--- src/rtl/intc_pkg.sv ---
// Shared definitions for the parameterised interrupt controller: register map,
// handshake state encoding and address-decode helper.
package intc_pkg;

  localparam int IDX_W = 4;

  localparam logic [7:0] ISR_BASE    = 8'h00;
  localparam logic [7:0] ENABLE_OFS  = 8'h40;
  localparam logic [7:0] PENDING_OFS = 8'h44;
  localparam logic [7:0] STATUS_OFS  = 8'h48;

  typedef enum logic [1:0] {
    IDLE = 2'd0,
    REQ  = 2'd1,
    WAIT = 2'd2
  } state_t;

  // Word-aligned offset that falls inside the ISR table of num_ch entries.
  function automatic logic ofs_is_table(input logic [7:0] ofs, input int num_ch);
    logic [7:0] rel;
    rel = ofs - ISR_BASE;
    return (rel[1:0] == 2'b00) && (int'(rel[7:2]) < num_ch);
  endfunction

endpackage

--- src/rtl/intc_arbiter.sv ---
// Rotating-start priority search: the first requester at or after ptr+1
// (mod NUM_CH) wins. A pointer of NUM_CH-1 yields plain lowest-index priority.
module intc_arbiter
  import intc_pkg::*;
#(
  parameter int NUM_CH = 4
) (
  input  logic [NUM_CH-1:0] req,
  input  logic [IDX_W-1:0]  ptr,
  output logic              valid,
  output logic [IDX_W-1:0]  idx
);

  logic hit_s;

  // Scan candidates in search order; only the first hit updates idx.
  always_comb begin
    valid = 1'b0;
    idx   = '0;
    hit_s = 1'b0;
    for (int k = 0; k < NUM_CH; k++) begin
      for (int j = 0; j < NUM_CH; j++) begin
        hit_s = req[j] && (j == ((int'(ptr) + 1 + k) % NUM_CH)) && !valid;
        idx   = hit_s ? IDX_W'(j) : idx;
        valid = valid | hit_s;
      end
    end
  end

endmodule

--- src/rtl/intc_param_ctrl.sv ---
// Parameterised interrupt controller: ISR table, enable/pending registers and
// an IRQ/IACK handshake. Define INTC_ROUND_ROBIN_EN for round-robin arbitration.
module intc_param_ctrl
  import intc_pkg::*;
#(
  parameter int NUM_CH = 4,
  parameter int DATA_W = 32,
  parameter int ADDR_W = 32
) (
  input  logic              clk,
  input  logic              rst,
  input  logic [NUM_CH-1:0] done,
  input  logic              IACK,
  input  logic [ADDR_W-1:0] input_addr,
  input  logic              write_enable,
  input  logic [DATA_W-1:0] write_data,
  output logic [DATA_W-1:0] read_data,
  output logic              IRQ,
  output logic [DATA_W-1:0] isr_addr,
  output logic              error
);

  logic [DATA_W-1:0] table_r [NUM_CH];
  logic [NUM_CH-1:0] enable_r;
  logic [NUM_CH-1:0] pending_r;
  logic [NUM_CH-1:0] done_hist_r;
  logic              iack_hist_r;
  state_t            state_r;
  logic [IDX_W-1:0]  grant_r;
  logic [DATA_W-1:0] isr_addr_r;
  logic              irq_r;
  logic              error_r;

  logic [7:0]        ofs_s;
  logic              is_tab_s;
  logic [IDX_W-1:0]  tab_idx_s;
  logic              mapped_s;
  logic [NUM_CH-1:0] rise_s;
  logic [NUM_CH-1:0] w1c_s;
  logic [NUM_CH-1:0] ack_clr_s;
  logic              ack_s;
  logic [NUM_CH-1:0] req_s;
  logic              arb_valid_s;
  logic [IDX_W-1:0]  arb_idx_s;
  logic [IDX_W-1:0]  ptr_s;
  logic [DATA_W-1:0] tab_rd_s;
  logic [DATA_W-1:0] arb_vec_s;
  logic              unused_addr_s;

  assign ofs_s         = input_addr[7:0];
  assign unused_addr_s = ^input_addr[ADDR_W-1:8];
  assign is_tab_s      = ofs_is_table(ofs_s, NUM_CH);
  assign tab_idx_s     = IDX_W'(ofs_s[7:2]);
  assign mapped_s      = is_tab_s || (ofs_s == ENABLE_OFS) ||
                         (ofs_s == PENDING_OFS) || (ofs_s == STATUS_OFS);
  assign rise_s        = done & ~done_hist_r;
  assign w1c_s         = (write_enable && (ofs_s == PENDING_OFS)) ? write_data[NUM_CH-1:0] : '0;
  assign ack_s         = (state_r == REQ) && IACK;
  assign ack_clr_s     = ack_s ? (NUM_CH'(1) << grant_r) : '0;
  assign req_s         = pending_r & enable_r;

  intc_arbiter #(.NUM_CH(NUM_CH)) u_arb (
    .req   (req_s),
    .ptr   (ptr_s),
    .valid (arb_valid_s),
    .idx   (arb_idx_s)
  );

`ifdef INTC_ROUND_ROBIN_EN
  logic [IDX_W-1:0] last_r;

  // Remember the most recently acknowledged channel to rotate the search.
  always_ff @(posedge clk or negedge rst) begin
    if (!rst) begin
      last_r <= IDX_W'(NUM_CH - 1);
    end else if (ack_s) begin
      last_r <= grant_r;
    end
  end

  assign ptr_s = last_r;
`else
  assign ptr_s = IDX_W'(NUM_CH - 1);
`endif

  // Table lookups for the register read path and the arbiter winner.
  always_comb begin
    tab_rd_s  = '0;
    arb_vec_s = '0;
    for (int i = 0; i < NUM_CH; i++) begin
      tab_rd_s  = tab_rd_s  | ((is_tab_s && (tab_idx_s == IDX_W'(i))) ? table_r[i] : '0);
      arb_vec_s = arb_vec_s | ((arb_idx_s == IDX_W'(i)) ? table_r[i] : '0);
    end
  end

  // Combinational register read.
  always_comb begin
    read_data = '0;
    case (ofs_s)
      ENABLE_OFS:  read_data = DATA_W'(enable_r);
      PENDING_OFS: read_data = DATA_W'(pending_r);
      STATUS_OFS:  read_data = DATA_W'({grant_r, 3'b000, irq_r});
      default:     read_data = tab_rd_s;
    endcase
  end

  // Software-writable configuration: ISR table and enable mask.
  always_ff @(posedge clk or negedge rst) begin
    if (!rst) begin
      for (int i = 0; i < NUM_CH; i++) begin
        table_r[i] <= '0;
      end
      enable_r <= '0;
    end else if (write_enable) begin
      for (int i = 0; i < NUM_CH; i++) begin
        if (is_tab_s && (tab_idx_s == IDX_W'(i))) begin
          table_r[i] <= write_data;
        end
      end
      if (ofs_s == ENABLE_OFS) begin
        enable_r <= write_data[NUM_CH-1:0];
      end
    end
  end

  // Pending capture; a fresh edge overrides both W1C and acknowledge clears.
  always_ff @(posedge clk or negedge rst) begin
    if (!rst) begin
      pending_r   <= '0;
      done_hist_r <= '0;
      iack_hist_r <= 1'b0;
      error_r     <= 1'b0;
    end else begin
      pending_r   <= (pending_r & ~w1c_s & ~ack_clr_s) | rise_s;
      done_hist_r <= done;
      iack_hist_r <= IACK;
      error_r     <= (write_enable && !mapped_s) ||
                     (IACK && !iack_hist_r && (state_r == IDLE));
    end
  end

  // Handshake FSM; grant and vector stay frozen from REQ entry until IACK.
  always_ff @(posedge clk or negedge rst) begin
    if (!rst) begin
      state_r    <= IDLE;
      grant_r    <= '0;
      isr_addr_r <= '0;
      irq_r      <= 1'b0;
    end else begin
      case (state_r)
        IDLE: begin
          if (arb_valid_s) begin
            state_r    <= REQ;
            grant_r    <= arb_idx_s;
            isr_addr_r <= arb_vec_s;
            irq_r      <= 1'b1;
          end
        end
        REQ: begin
          if (IACK) begin
            state_r <= WAIT;
            irq_r   <= 1'b0;
          end
        end
        WAIT: begin
          if (!IACK) begin
            state_r <= IDLE;
          end
        end
        default: begin
          state_r <= IDLE;
          irq_r   <= 1'b0;
        end
      endcase
    end
  end

  assign IRQ      = irq_r;
  assign isr_addr = isr_addr_r;
  assign error    = error_r;

endmodule

--- config.mk ---
export PLATFORM = sky130hd
export DESIGN_NAME = intc_param_ctrl
export DESIGN_NICKNAME = d
export VERILOG_FILES = /design/src/rtl/intc_pkg.sv /design/src/rtl/intc_arbiter.sv /design/src/rtl/intc_param_ctrl.sv
export SDC_FILE = /design/constraint.sdc
export NUM_CORES = 1
export LEC_CHECK = 0
export ABC_AREA = 1
export BUFFER_PORTS_ARGS = -buffer_cell sky130_fd_sc_hd__buf_2
export CORE_ASPECT_RATIO = 1.25
export CORE_MARGIN = 2
export CORE_UTILIZATION = 30
export CTS_CLUSTER_SIZE = 14
export DETAILED_ROUTE_END_ITERATION = 10
export GPL_TIMING_DRIVEN = 0
export PLACE_DENSITY_LB_ADDON = 0.1
export RECOVER_POWER = 25
export SYNTH_ARGS = -nofsm -noshare
export SYNTH_HDL_FRONTEND = slang
export SYNTH_SLANG_ARGS = --single-unit
export TNS_END_PERCENT = 30
--- constraint.sdc ---
create_clock -name clk -period 4.3 [get_ports clk]
set_input_delay 0.215 -clock clk [delete_from_list [all_inputs] [get_ports clk]]
set_output_delay 0.215 -clock clk [all_outputs]
set_load 0.02 [all_outputs]
==> flow_metrics.py <==
metrics = {
    "timing": {
        "setup_viol": 0,
        "drv_slew": 89,
        "whs_ps": 9.666,
        "post-route-period-util_pct": 56.76,
        "hold_viol": 0,
        "finClkSkew_ps": 9.497,
        "rsz0062_at_grt": "false",
        "max_freq_ghz": 0.4097,
        "fin_setup_tns_ps": 0,
        "worst_slew_pin_slew_ps": 2394,
        "layout_min_cycle_time_ps": 2441,
        "slew_headroom_pct": -59.61,
    },
    "run": {
        "cap_violations": 1,
    },
    "pwr": {
        "seqPwrFrac_pct": 43.3,
        "comb_power_share_pct": 22.8,
        "p_sw_share_pct": 33.13,
        "p_leak_uw": 0.005364,
        "power_density_mw_per_mm2": 447.7,
        "ir_drop_uv": 226.4,
        "p_clk_share_pct": 33.9,
        "power.internal_uw": 3220,
        "power_switching_uw": 1596,
    },
    "clocking": {
        "htree_levels": 4,
        "numCtsBuffers": 17,
        "cts_tree": "yes",
        "ctsHoldBuffers": 23,
        "clkLatencyLatePin_ps": 440,
        "cts.sinks": 179,
        "cts_buffer_depth": 2,
        "ctsResizeCount": 0,
        "post_cts_buffers": 0,
        "clk_pin_slew_ps": 70,
        "cts_root_buf": "clkbuf_16",
    },
    "logic_synthesis": {
        "synth_top_area_share_pct": 50.53,
        "ys_types": 31,
        "synth_top_area_cell": "dfrtp_1",
        "async_flop_share_pct": 100.0,
        "synth_ff_type": "dfrtp_1",
        "synthCells": 1142,
        "avgSynthCellArea_um2": 7.762,
        "yosysSeqAreaShare_pct": 50.53,
        "synth-edff-count": 0,
        "netlist_top_cells_area": "dfrtp_1 51%, nand2_1 16%, o21ai_1 5.5%",
        "ys_ff_latch": 179,
        "ys.warnings.count": 0,
        "synth_area_mm2": 0.008865,
        "syn-num-nets": 1214,
    },
    "detailed_routing": {
        "detail-route-antenna-nets": 0,
        "drt-vias-per-instance": 4.837,
        "wl_per_cell_um": 18.95,
        "vias": 8252,
        "first_pass_iters": 5,
        "drt-total-wl_um": 32320,
        "first_iter_violations": 602,
        "drc": 0,
    },
    "status": {
        "failed_checks": "capacitance limit, slew limit",
        "outcome": "finished with violations",
    },
    "setup_path": {
        "crit_start": "rst",
        "timing.rr.end": "isr_addr[27]$_DFFE_PN0P_",
        "cp_num_cells": 2,
        "reg2reg_slack_ps": 2440,
        "timing.rr.start": "pending_r[0]$_DFF_PN0_",
        "cp-end-kind": "asynchronous set/reset pin",
        "worst-setup-path-type": "primary input to asynchronous set/reset pin",
        "crit_chain": "dlygate4sd3_1 > clkbuf_2",
        "path_max_fanout": 89,
        "critPathMaxStageDelay_ps": 1640,
        "r2r_cells": 8,
        "critical_path.slowest_cell": "clkbuf_2",
        "cp.arrival_ps": 2490,
        "cp-start-kind": "primary input",
        "critical_path_required_ps": 4350,
        "path_delay_family": "buffers and inverters",
        "crit_buf_inv": 2,
    },
    "placement": {
        "io_buffers": 112,
        "place_hpwl_um": 21270,
        "gp_congestion": 0.8103,
    },
    "global_route": {
        "grt_max_degree": 92,
        "grt_pass1_vias": 8222,
        "grt_usage_pct": 21.81,
        "gr-total-overflow": 0,
        "antenna_found_initial": 0,
        "grt_first_pass_wirelength_um": 49850,
    },
    "floorplanning": {
        "die_h_um": 196.2,
        "io_pins": 138,
        "dieArea_mm2": 0.03095,
        "start_util_pct": 30.39,
        "die_x_um": 157.8,
        "row_count": 70,
        "coreArea_mm2": 0.02917,
    },
    "worst_hold_path": {
        "holdCritStartpoint": "write_data[20]",
        "min_path_cells": 3,
        "holdPathEnd": "table_r[84]$_DFFE_PN0P_",
        "min_path_type": "primary input to flop",
    },
    "layout": {
        "diodes": 0,
        "final_cell_mix": "385 x nand2_1, 179 x dfrtp_1, 144 x buf_2, 120 x inv_1, 97 x o21ai_1",
        "syn2layout_area_growth_pct": 21.33,
        "finalNetCount": 1369,
        "drive_gt1_share_pct": 16.03,
        "layout_commonest_cell": "nand2_1",
    },
}
per-layer routing:
metal / GRT usage, % / vias up / part of all wire, %
met4: 8.148 / 0 / 2.9
li1: - / 3981 / -
met2: 35.12 / 237 / 48
met1: 29.91 / 3981 / 45
met3: 2.695 / 53 / 4.3
met5: 0 / - / 0
registers in the layout, indices dropped and copies added (netlist names):
register and flops:
grant_r 2, enable_r 4, state_r 2, iack_hist_r 1
error 1, table_r 128, pending_r 4, IRQ 1
isr_addr 32, done_hist_r 4
cells by family after synthesis:
kind of cell | share of synthesized area [%]
buf+inv | 8.850
flops | 50.53
compound gates | 11.22
simple gates | 29.40
synthesized netlist by cell type (3+ instances only):
library cell and number:
buf_4 7, nor2_2 4, buf_1 3, inv_2 3, dfrtp_1 179, o2111ai_1 26
nand3_1 77, o21ai_1 97, o21ai_0 40, nand4_1 32, nor2_4 4, buf_2 41
inv_1 120, nand2_1 383, clkbuf_1 9, or2_0 28, nor2_1 54, clkbuf_2 4
o22ai_1 4, a21oi_1 5, nand2_2 7, or2_2 4
how the worst max path moves through the flow:
| stage | end | slack, ps |
|---|---|---|
| after floorplan | read_data[10] | 2820 |
| after global placement | isr_addr[17]$_DFFE_PN0P_ | -290 |
| after detailed placement | read_data[9] | 1990 |
| after CTS | read_data[9] | 1990 |
| after global routing | table_r[109]$_DFFE_PN0P_ | 1380 |
| final | isr_addr[16]$_DFFE_PN0P_ | 1860 |
power by group through the flow:
stage	sequential, µW	combinational (µW)	clock, µW
3_3_place_gp	2110	1090	0
5_1_grt	2120	1240	1740
4_1_cts	2090	1120	1670
2_1_floorplan	2290	495	0
3_5_place_dp	2120	1100	0
6_report	2080	1100	1630
cell type report:
cell class	instances	area (µm²)
fill	3136	18410
sequential	179	4479
multi-input combinational	776	3588
timing repair buffer	136	814.5
tap	396	495.5
inverter	123	461.7
clock buffer	20	456.7
buffer	64	316.6
clock inverter	12	142.6
metrics by stage:
stage	setup slack, ps	area [µm²]	util [%]	power [µW]	std cells
floorplan	2821	8865	-	2786	1142
global placement	-289.2	9921	34.02	3202	1650
detailed placement	1995	9958	34.14	3215	1651
CTS	1991	10790	36.99	4878	1706
global route	1380	10760	36.88	5102	1706
finish	1859	10760	36.88	4816	1706
Power figures use the tool's default switching activity.
